==> src/rtl/cla_pkg.sv <==
// Shared types and constants for the 16-bit lookahead subtractor.
// Width is fixed by the slice geometry below.
package cla_pkg;

    localparam int SLICE_W  = 4;
    localparam int N_SLICES = 4;
    localparam int DATA_W   = SLICE_W * N_SLICES;
    localparam int HALF_W   = DATA_W / 2;

    typedef logic [SLICE_W-1:0] slice_t;

    typedef struct packed {
        logic borrow;
        logic zero;
        logic neg;
        logic ovf;
    } sub_flags_t;

endpackage

==> src/rtl/cla4_sub_slice.sv <==
// One 4-bit carry-lookahead slice fed with a and inverted b.
// Exports group propagate/generate for the upper lookahead level.
module cla4_sub_slice
    import cla_pkg::*;
(
    input  slice_t a,
    input  slice_t b_inv,
    input  logic   cin,
    output slice_t s,
    output logic   P,
    output logic   G
);

    slice_t g;
    slice_t p;
    slice_t c;

    assign g = a & b_inv;
    assign p = a ^ b_inv;

    assign c[0] = cin;
    assign c[1] = g[0] | (p[0] & cin);
    assign c[2] = g[1] | (p[1] & g[0]) | (p[1] & p[0] & cin);
    assign c[3] = g[2] | (p[2] & g[1]) | (p[2] & p[1] & g[0])
                | (p[2] & p[1] & p[0] & cin);

    assign s = p ^ c;
    assign P = &p;
    assign G = g[3] | (p[3] & g[2]) | (p[3] & p[2] & g[1])
             | (p[3] & p[2] & p[1] & g[0]);

endmodule

==> src/rtl/cla16_sub_pipe.sv <==
// Two-stage pipelined 16-bit subtractor (a - b) with compare flags.
// Define SUB_SATURATE_EN to clamp o to zero whenever a borrow occurs.
module cla16_sub_pipe
    import cla_pkg::*;
(
    input  logic              clk,
    input  logic              nrst,
    input  logic              in_valid,
    output logic              in_ready,
    input  logic [DATA_W-1:0] a,
    input  logic [DATA_W-1:0] b,
    output logic              out_valid,
    input  logic              out_ready,
    output logic [DATA_W-1:0] o,
    output logic              borrow,
    output logic              zero,
    output logic              neg,
    output logic              ovf
);

    logic [DATA_W-1:0] b_inv;

    slice_t s0, s1, s2, s3;
    logic   P0, G0, P1, G1, P2, G2, P3, G3;
    logic   c4, c8_d, c12, c16;

    logic              s1_valid_q;
    logic [HALF_W-1:0] lo_q;
    logic              c8_q;
    logic [HALF_W-1:0] ahi_q;
    logic [HALF_W-1:0] bnhi_q;
    logic              a15_q;
    logic              b15_q;

    logic              s2_valid_q;
    logic [DATA_W-1:0] o_q;
    sub_flags_t        flags_q;

    logic              s1_adv;
    logic              s1_load;
    logic              s2_load;

    logic [DATA_W-1:0] raw_d;
    logic [DATA_W-1:0] o_d;
    sub_flags_t        flags_d;

    assign b_inv = ~b;

    // Stage 1: low byte, carry-in of 1 completes the two's complement
    cla4_sub_slice u_slice0 (
        .a     (a[3:0]),
        .b_inv (b_inv[3:0]),
        .cin   (1'b1),
        .s     (s0),
        .P     (P0),
        .G     (G0)
    );

    assign c4 = G0 | P0;

    cla4_sub_slice u_slice1 (
        .a     (a[7:4]),
        .b_inv (b_inv[7:4]),
        .cin   (c4),
        .s     (s1),
        .P     (P1),
        .G     (G1)
    );

    assign c8_d = G1 | (P1 & G0) | (P1 & P0);

    // Stage 2: high byte from registered operands and predicted c8
    cla4_sub_slice u_slice2 (
        .a     (ahi_q[3:0]),
        .b_inv (bnhi_q[3:0]),
        .cin   (c8_q),
        .s     (s2),
        .P     (P2),
        .G     (G2)
    );

    assign c12 = G2 | (P2 & c8_q);

    cla4_sub_slice u_slice3 (
        .a     (ahi_q[7:4]),
        .b_inv (bnhi_q[7:4]),
        .cin   (c12),
        .s     (s3),
        .P     (P3),
        .G     (G3)
    );

    assign c16 = G3 | (P3 & G2) | (P3 & P2 & c8_q);

    assign s1_adv  = !s2_valid_q || out_ready;
    assign in_ready = !s1_valid_q || s1_adv;
    assign s1_load = in_valid && in_ready;
    assign s2_load = s1_valid_q && s1_adv;

    // Result assembly, optional clamp and flag derivation
    always_comb begin
        raw_d          = {s3, s2, lo_q};
        flags_d        = '0;
        flags_d.borrow = ~c16;
        flags_d.ovf    = (a15_q ^ b15_q) & (raw_d[DATA_W-1] ^ a15_q);
`ifdef SUB_SATURATE_EN
        o_d = flags_d.borrow ? '0 : raw_d;
`else
        o_d = raw_d;
`endif
        flags_d.zero = (o_d == '0);
        flags_d.neg  = o_d[DATA_W-1];
    end

    // Stage 1 registers: advance when downstream has room
    always_ff @(posedge clk) begin
        if (!nrst) begin
            s1_valid_q <= 1'b0;
            lo_q       <= '0;
            c8_q       <= 1'b0;
            ahi_q      <= '0;
            bnhi_q     <= '0;
            a15_q      <= 1'b0;
            b15_q      <= 1'b0;
        end else begin
            if (in_ready) begin
                s1_valid_q <= in_valid;
            end
            if (s1_load) begin
                lo_q   <= {s1, s0};
                c8_q   <= c8_d;
                ahi_q  <= a[DATA_W-1:HALF_W];
                bnhi_q <= b_inv[DATA_W-1:HALF_W];
                a15_q  <= a[DATA_W-1];
                b15_q  <= b[DATA_W-1];
            end
        end
    end

    // Stage 2 registers: hold result while consumer stalls
    always_ff @(posedge clk) begin
        if (!nrst) begin
            s2_valid_q <= 1'b0;
            o_q        <= '0;
            flags_q    <= '0;
        end else begin
            if (s1_adv) begin
                s2_valid_q <= s1_valid_q;
            end
            if (s2_load) begin
                o_q     <= o_d;
                flags_q <= flags_d;
            end
        end
    end

    assign out_valid = s2_valid_q;
    assign o         = o_q;
    assign borrow    = flags_q.borrow;
    assign zero      = flags_q.zero;
    assign neg       = flags_q.neg;
    assign ovf       = flags_q.ovf;

endmodule
==> config.mk <==
export PLATFORM = sky130hd
export DESIGN_NAME = cla16_sub_pipe
export DESIGN_NICKNAME = d
export VERILOG_FILES = /design/src/rtl/cla_pkg.sv /design/src/rtl/cla4_sub_slice.sv /design/src/rtl/cla16_sub_pipe.sv
export SDC_FILE = /design/constraint.sdc
export NUM_CORES = 1
export LEC_CHECK = 0
export CORE_UTILIZATION = 30
export CTS_CLUSTER_SIZE = 14
export DETAILED_ROUTE_END_ITERATION = 10
export SLEW_MARGIN = 20
export SYNTH_ARGS = -nofsm -noshare
export SYNTH_HDL_FRONTEND = slang
export SYNTH_SLANG_ARGS = --single-unit
==> constraint.sdc <==
create_clock -name clk -period 3.2 [get_ports clk]
set_input_delay 0.48 -clock clk [delete_from_list [all_inputs] [get_ports clk]]
set_output_delay 0.48 -clock clk [all_outputs]
set_load 0.01 [all_outputs]
==> results of run 1 <==
[metrics by stage]
stage	cell area (µm²)	utilization, %	std cells	setup slack, ns	hold WS [ns]
2_1_floorplan	2330	-	285	0.633	0.441
3_3_place_gp	2990	40.5	429	0.350	0.444
3_5_place_dp	2990	40.5	429	0.292	0.448
4_1_cts	3100	42.1	437	0.487	0.462
5_1_grt	3100	42.1	437	0.359	0.479
6_report	3100	42.1	437	0.488	0.462
[cell families after synthesis]
family,share of synthesized area [%]
adder cells (fa/ha/maj),11.7
AO/OA/AOI/OAI,20.3
flip-flops,40.4
XOR/XNOR,2.63
AND/OR/NAND/NOR,19.3
buffers and inverters,5.64
[flip-flops by register name, summed over array words and instances (netlist names)]
signal / count
zero: 1
o: 16
ahi_q: 8
c8_q: 1
ovf: 1
lo_q: 8
b15_q: 1
bnhi_q: 8
s1_valid_q: 1
out_valid: 1
borrow: 1
[cell type report]
type / count / area [µm²]
repair buffers: 60 / 593
flip-flops and latches: 47 / 941
clock inverters: 2 / 35.0
multi-input cells: 204 / 1260
inverters: 19 / 71.3
well taps: 99 / 124
fillers: 767 / 4270
clock buffers: 6 / 82.6
[where the power goes]
| group | internal (mW) | total [mW] | switching (mW) |
|---|---|---|---|
| logic | 0.138 | 0.269 | 0.132 |
| registers | 0.622 | 0.649 | 0.0269 |
| clock network | 0.253 | 0.450 | 0.197 |
[critical path, cell delays in order (launching register included)]
cell and delay [ns]:
dfxtp_1 0.35, ha_1 0.31, a211o_1 0.33, a21oi_1 0.21, o21bai_1 0.11, fa_1 0.46, nor3_1 0.18, nand4_1 0.11
or4b_1 0.47, o21ai_0 0.13
[worst min-delay path by stage]
stage	depth (start not counted)	to	startpoint
2_1_floorplan	2	ahi_q[1]	ahi_q[1]
3_3_place_gp	2	o[14]	o[14]
3_5_place_dp	2	o[14]	o[14]
4_1_cts	2	o[14]	o[14]
5_1_grt	2	o[14]	o[14]
6_report	2	o[11]	o[11]
[placed cells by master, fill, tap and decap left out, types with 2 or more instances in the layout]
master and n:
a2111o_1 2, xnor2_1 5, inv_1 18, nor2_1 18, a21oi_1 33, xor2_1 2
clkdlybuf4s50_1 57, a21o_1 2, nand4_1 4, o21a_1 4, nand3_1 7, a211oi_1 11
fa_1 3, ha_1 17, clkbuf_8 6, and2_1 4, nor3_1 3, o21ai_0 9
and3_1 2, a211o_1 3, nand2_1 55, nor4_1 3, dfxtp_1 47, buf_4 3
a31oi_1 3
[layer usage]
layer,GRT usage (%),up-vias,part of all wire (%),wire length (µm)
met5,0,-,0,0
met4,4.84,0,1.5,79
met3,3.30,6,4.3,233
met2,21.1,51,42,2290
met1,20.1,923,52,2810
li1,-,1090,-,-
==> key figures, run 1 <==
Timing
  • Max-slew violations: 0
  • Fmax: ~370 MHz
  • Part of the cycle the worst path needs: between 80% and 90%
  • TNS Setup: 0 ns
  • Rel. slew slack: around half
  • Hold Fails Final Rpt: 0
  • Worst-margin pin slew: 0.751 ns
  • Post-Route Skew: approximately 0.0098 ns
  • Setup violators final: 0
  • Final min period: roughly 2.7 ns
  • RSZ-0062 raised after global routing: no

Clock network
  • Clock root buffer master: clkbuf_8
  • CTS sink count: 47
  • # Post-CTS Setup Buffers: 0
  • TritonCTS buffer count: 5
  • Post-CTS resize count: 0
  • Worst-case clock buffer depth: 2
  • H-tree Lvls: 2
  • Later-pin clock latency in the skew report: about 0.3 ns
  • Hold buffers post-CTS: 0
  • Worst-path clk slew: 0.09 ns
  • CTS tree: yes

Critical path
  • Worst R2R Setup Slack: just under 0.5 ns
  • Crit Path Max Fanout: 3
  • Setup crit start kind: register
  • CP arrival: roughly 3 ns
  • Critical path class: register to register
  • Required @ worst endpoint: roughly 3.4 ns
  • FF-to-FF path depth: 9
  • Critical Path Source: ahi_q[0]
  • Crit path to: zero
  • Launch point of the worst reg-to-reg path: ahi_q[0]
  • CP endpoint kind: register
  • R2R Path End: zero

Cells and area
  • Layout cells sized above 1: ~4.1%
  • Area added between synthesis and finish: 33.3%
  • Antenna cells: 0
  • Nets: 393

Global routing
  • Vias in the first global route: between 2000 and 2500
  • GRT Util Overall: between 10 and 15%
  • First-pass GRT wire length: 9.33 mm
  • Total gr overflow: 0
  • Largest net degree at the start of global routing: 28
  • Antenna violations before repair: 0

Logic synthesis
  • Seq cells post-synth: 47
  • Largest area contributor in the netlist: dfxtp_1
  • Main area contributors after synthesis: dfxtp_1 (40%), ha_1 (9.1%), nand2_1 (8.9%), a21oi_1 (7.1%), a211oi_1 (3.5%)
  • Synth unique cells: 40
  • Leading cell types by count after synthesis: nand2_1 (55), dfxtp_1 (47), a21oi_1 (33)
  • Synth top area share: 40.4%
  • Post-synthesis sequential area ratio: 40.4%
  • Most numerous cell in the Yosys netlist: nand2_1
  • Syn_area_per_cell: between 8 and 9 µm²
  • Synth Instances: around 290
  • Synthesis warning total: 0
  • Net Count, Synth: about 340
  • EDFF count, synth: 0
  • Most used DFF post-synth: dfxtp_1
  • Asr flop ratio synth: 0%
  • Cell area after synthesis: between 2000 and 2500 µm²

Outcome
  • Outcome: finished clean

Die
  • Starting Density: between 30% and 40%
  • Total die area: just over 8000 µm²
  • Die width: approximately 90 µm
  • Io pins: a little under 60
  • Core Footprint: 7370 µm²
  • Die H: roughly 90 µm
  • Row count: 31

Placement
  • RD Place Congestion: 0.781
  • IO buf count: between 50 and 60
  • Hpwl dp: approximately 4.1 mm

Route
  • Routed wire length: roughly 5.4 mm
  • DRT antenna net count: 0
  • Residual DRC: 0
  • Drt initial violations: between 80 and 90
  • Initial DRT Pass Iterations: 4
  • Wire length per cell: ~12 µm
  • Vias/cell: 4.74
  • Vias: just over 2000

Worst hold path
  • Hold WC Path Type: register to register

Flow run
  • Max Cap Viol: 0

Power
  • Peak VDD IR: approximately 0.24 mV
  • Total power density per cell area: between 400 and 500 nW/µm²
  • Static Leak: between 1 and 1.5 nW
  • Total power: approximately 1.4 mW
(Power assumes the default switching activity.)
==> run 2: changes to the inputs <==
==> constraint.sdc (replaced) <==
create_clock -name clk -period 2.35 [get_ports clk]
set_input_delay 0.3525 -clock clk [delete_from_list [all_inputs] [get_ports clk]]
set_output_delay 0.3525 -clock clk [all_outputs]
set_load 0.01 [all_outputs]
==> run 2 against run 1 <==
Sequential power rose by 36%. Final cell count is 4.1% higher. Clock skew shrank 0.0034 ns. The run now ends with negative setup slack left. Cell area is 5.9% higher. First-iteration DRC count shrank 35%. Non-clock buffer count increased by 19. Clock power grew 8.7%. Global-route usage up 0.22 points. Combinational power is 57% higher. Power is 31% higher. Register-to-register slack got worse by 0.65 ns. Highest routed layer unchanged. Die area unchanged. Critical endpoint unchanged.
==> key figures, run 2 (synthesis gave the netlist of run 1 again) <==
Timing
  • Post-Route Skew: 0.00641 ns (was 0.00982 ns)
  • Rel. slew slack: 58.9% (was 49.8%)
  • Hold Slack: 0.458 ns (was 0.462 ns)
  • RSZ-0062 raised after global routing: yes (was no)
  • Setup ws final: -0.167 ns (was 0.488 ns)
  • Max-slew violations: 0 (unchanged)
  • Worst-margin pin slew: 0.615 ns (was 0.751 ns)
  • Fmax: 397 MHz (was 369 MHz)
  • TNS Setup: -0.167 ns (was 0 ns)
  • Setup violators final: 1 (was 0)
  • Hold Fails Final Rpt: 0 (unchanged)
  • Final min period: 2.52 ns (was 2.71 ns)
  • Part of the cycle the worst path needs: 107% (was 84.8%)

Critical path
  • Critical path class: register to register (unchanged)
  • R2R Path End: zero (unchanged)
  • Critical Path Source: bnhi_q[0] (was ahi_q[0])
  • Launch point of the worst reg-to-reg path: bnhi_q[0] (was ahi_q[0])
  • Crit Path Max Fanout: 2 (was 3)
  • FF-to-FF path depth: 9 (unchanged)
  • Crit path to: zero (unchanged)
  • Required @ worst endpoint: 2.58 ns (was 3.44 ns)
  • CP endpoint kind: register (unchanged)
  • CP arrival: 2.75 ns (was 2.95 ns)
  • Worst R2R Setup Slack: -0.17 ns (was 0.49 ns)
  • Setup crit start kind: register (unchanged)

Clock network
  • Worst-path clk slew: 0.08 ns (was 0.09 ns)
  • Worst-case clock buffer depth: 2 (unchanged)
  • CTS sink count: 47 (unchanged)
  • Clock root buffer master: clkbuf_8 (unchanged)
  • TritonCTS buffer count: 5 (unchanged)
  • H-tree Lvls: 2 (unchanged)
  • CTS tree: yes (unchanged)
  • Later-pin clock latency in the skew report: 0.30 ns (about the same)

Cells and area
  • Nets: 412 (was 393)
  • Antenna cells: 0 (unchanged)
  • Area added between synthesis and finish: 41.1% (was 33.3%)
  • Final non-filler cell total: 455 (was 437)
  • Most frequent cells in the layout: nand2_1 (55), clkdlybuf4s50_1 (55), dfxtp_1 (45), a21oi_1 (31), buf_4 (21) (was clkdlybuf4s50_1 (57), nand2_1 (55), dfxtp_1 (47), a21oi_1 (33))
  • Largest register FFs: 16 (unchanged)
  • Layout cells sized above 1: 11.8% (was 4.14%)
  • Final core occ: 44.6% (was 42.1%)
  • Fillers: 762 (was 767)

Flow run
  • Max Cap Viol: 0 (unchanged)

Die
  • Row count: 31 (unchanged)
  • Io pins: 58 (unchanged)
  • Starting Density: 31.6% (unchanged)
  • Die width: 90.1 µm (unchanged)
  • Total die area: 8120 µm² (unchanged)
  • Core Footprint: 7370 µm² (unchanged)
  • Die H: 90.1 µm (unchanged)

Placement
  • Hpwl dp: 4.11 mm (was 4.08 mm)
  • Placed cell count: 445 (was 429)
  • IO buf count: 57 (unchanged)
  • RD Place Congestion: 0.767 (was 0.781)

Global routing
  • First-pass GRT wire length: 9.48 mm (was 9.33 mm)
  • Total gr overflow: 0 (unchanged)
  • Largest net degree at the start of global routing: 45 (was 28)
  • GRT Util Overall: 14.4% (was 14.2%)
  • Vias in the first global route: 2087 (was 2004)
  • Antenna violations before repair: 0 (unchanged)

Outcome
  • Outcome: complete, but fails checks (was finished clean)
  • Failing checks: negative setup slack

Route
  • Vias: 2152 (was 2070)
  • Residual DRC: 0 (unchanged)
  • DRT antenna net count: 0 (unchanged)
  • Wire length per cell: 12.0 µm (was 12.4 µm)
  • Routed wire length: 5.45 mm (was 5.41 mm)
  • Drt initial violations: 55 (was 84)
  • Initial DRT Pass Iterations: 4 (unchanged)
  • Vias/cell: 4.73 (was 4.74)

Worst hold path
  • Hold path cells: 2 (unchanged)
  • Hold WC Path Type: register to register (unchanged)

Power
  • Static Leak: 1.36 nW (was 1.26 nW)
  • Peak VDD IR: 0.233 mV (was 0.236 mV)
  • Total power density per cell area: 546 nW/µm² (was 441 nW/µm²)
==> run 2: cell count changes in the layout (fill, tap and decap cells not counted), sizes merged <==
cell	change
dlymetal6s2s	+2
clkdlybuf4s50	-2
buf	+19
bufinv	-1
==> run 2: stage by stage <==
step           area [µm²]  total power [mW]  worst slack (ns)
3_5_place_dp         3140              1.31            -0.366
6_report             3290              1.79            -0.167
2_1_floorplan        2350              1.12           -0.0908
3_3_place_gp         3140              1.30            -0.336
4_1_cts              3250              1.80            -0.250
5_1_grt              3290              1.90            -0.311
==> run 2: area by class of cell <==
| class | count | area (µm²) | share of cell area [%] |
|---|---|---|---|
| Timing Repair Buffer | 79 | 753 | 22.9 |
| Clock buffer | 6 | 82.6 | 2.51 |
| Tap cell | 99 | 124 | 3.77 |
| Multi-Input combinational cell | 204 | 1300 | 39.7 |
| Inverter | 19 | 71.3 | 2.17 |
| Clock inverter | 1 | 5.00 | 0.152 |
| Sequential cell | 47 | 946 | 28.8 |
==> run 2: worst min path at each step <==
stage | startpoint | endpoint | slack (ns)
global placement | o[14] | o[14] | 0.44
floorplan | b[8] | bnhi_q[0] | 0.44
finish | o[4] | o[4] | 0.46
detailed placement | o[5] | o[5] | 0.45
global route | o[4] | o[4] | 0.48
CTS | o[5] | o[5] | 0.46
==> run 2: repair_timing <==
action | 4_1_cts | 5_1_grt
hold buffers | 0 | 0
resized for setup | 3 | 7
pin swaps | 4 | 9
setup endpoints to repair | 2 | 3
endpoints found under the hold margin | 0 | 0
setup buffers | 1 | 2
==> run 2: routing by layer <==
layer / track usage (%) / part of all wire, % / vias to the layer above
li1: - / - / 1121
met1: 19.9 / 53 / 980
met2: 22.1 / 42 / 46
met3: 3.30 / 3.5 / 5
met4: 4.84 / 1.5 / 0
met5: 0 / 0 / -
==> run 2: critical path, cell delays in order, from the launching register on <==
cell and delay (ns):
dfxtp_2 0.34, ha_4 0.23, a211o_1 0.28, a21oi_2 0.16, o21bai_1 0.11, fa_1 0.51
nor3_2 0.12, nand4_1 0.11, or4b_1 0.47, o21ai_1 0.13
==> run 2: where the power goes <==
part / switching, mW / internal, mW / total (mW)
Clock: 0.258 / 0.231 / 0.489
Sequential: 0.0366 / 0.847 / 0.884
Combinational: 0.193 / 0.229 / 0.422
Total: 0.487 / 1.31 / 1.79
==> RTL change: new RTL, flow settings as in run 1 <==
Register the output `ovf`, without a reset; this adds one clock of latency there. The other outputs are not delayed to match.
--- a/src/rtl/cla16_sub_pipe.sv
+++ b/src/rtl/cla16_sub_pipe.sv
@@ -19,2 +19,4 @@
 );
+
+    logic ovf_d;
 
@@ -161,3 +163,7 @@
     assign neg       = flags_q.neg;
-    assign ovf       = flags_q.ovf;
+    assign ovf_d     = flags_q.ovf;
+
+    always_ff @(posedge clk) begin
+        ovf <= ovf_d;
+    end
 
Check against the original RTL: not equivalent (Yosys sat finds a counterexample within 4 cycles, from zero or initial values and one cycle with nrst low).
==> RTL change against run 1 <==
  * Clock power down 19%
  * Cell count up 0.23%
  * Sequential share of layout area up 0.72 points
  * Wire length down 4.5%
  * Sequential power up 2%
  * Synthesized area up 0.86%
  * Worst setup slack worse by 0.014 ns
  * Via count down 0.24%
  * Clock skew down 0.0051 ns
  * Sequential cell count up 1
  * Highest routed layer unchanged
  * Design area down 0.24%
  * Synthesized cell count up 0.35%
  * Worst hold slack worse by 0.11 ns
  * Total power down 5.3%
==> RTL change: results (changes against run 1) <==
first-pass GRT wire length=8740 um (-6.4%); Area contributors post-synth=dfxtp_1 41%, ha_1 9.1%, nand2_1 8.8%; vias in the first global route=1926 (-3.9%); Max H-tree Level=2 (unchanged); Post-DP Area=0.00301 sq mm (+0.67%); Layout Nets=394 (+0.25%); top post-synthesis cells by count=55 x nand2_1, 48 x dfxtp_1, 33 x a21oi_1; sequential cell area fraction in the yosys report=0.409 (+0.00508); Arr. time, crit path=2.96 ns (about the same); Worst Clk Skew=0.00471 ns (-0.00511 ns); overall routing resource usage=0.129 (-0.0126); Register Area=961 sq um (+2.1%); Main synth FF type=dfxtp_1; GP Congestion=0.722 (-7.5%); layout cells sized above 1=0.0354 (-0.00602); Leak=1.26 nW (-0.59%); CTS Buf Count=5 (unchanged); largest net degree at the start of global routing=45 (+61%); Slew @ Worst Pin=0.738 ns (-0.0130 ns); WL final=5170 um (-4.5%); initial drt markers=57 (-32%); Fill cells=753 (-1.8%); critical path fanouts, max=3 (unchanged); Vias=2065 (-0.24%); VDD IR-drop max=0.170 mV (-28%); Detailed Place HPWL=3970 um (-2.6%); status=complete, no violations; syn_nets=342 (+0.29%)
-- RTL change: stage by stage --
step	instances	hold WS, ns	power, mW	worst slack (ns)
2_1_floorplan	286	0.326	0.833	0.633
3_3_place_gp	430	0.337	0.941	0.353
3_5_place_dp	430	0.341	0.947	0.281
4_1_cts	438	0.358	1.31	0.463
5_1_grt	438	0.370	1.36	0.207
6_report	438	0.356	1.30	0.473
-- RTL change: path summary, 6_finish.rpt --
path,startpoint,to,slack (ns),depth (start not counted)
worst max register to register,ahi_q[0],zero,0.47,9
worst min register to register,ovf_d,ovf,0.36,0
worst max-delay path,ahi_q[0],zero,0.47,9
worst min-delay path,ovf_d,ovf,0.36,0
-- RTL change: area by class of cell --
| cell class | instances | share of cell area |
|---|---|---|
| clock buffer | 8 | 0.0291 |
| inverter | 19 | 0.0230 |
| multi-input combinational | 204 | 0.406 |
| sequential | 48 | 0.310 |
| tap | 99 | 0.0400 |
| timing repair buffer | 60 | 0.192 |
-- RTL change: critical path: stages (launching register included) --
cell      delay (ns)
dfxtp_1         0.35
ha_1            0.31
a211o_1         0.33
a21oi_1         0.21
o21bai_1        0.11
fa_1            0.47
nor3_1          0.18
nand4_1         0.11
or4b_1          0.46
o21ai_0         0.13
-- RTL change: cells by family after synthesis --
family / synth area share
xor+xnor: 0.0261
flops: 0.409
simple gates: 0.192
buf+inv: 0.0559
fa+ha+maj: 0.116
compound gates: 0.201
-- RTL change: where the power goes --
part / switching, mW / total, mW / internal, mW
logic: 0.130 / 0.268 / 0.138
registers: 0.0277 / 0.663 / 0.635
clock network: 0.188 / 0.365 / 0.176
-- RTL change: per-layer routing --
metal | GRT usage | routed length, um | vias up
li1 | - | - | 1093
met1 | 0.183 | 2770 | 904
met2 | 0.191 | 2040 | 63
met3 | 0.0303 | 287 | 5
met4 | 0.0444 | 73 | 0
met5 | 0 | 0 | -
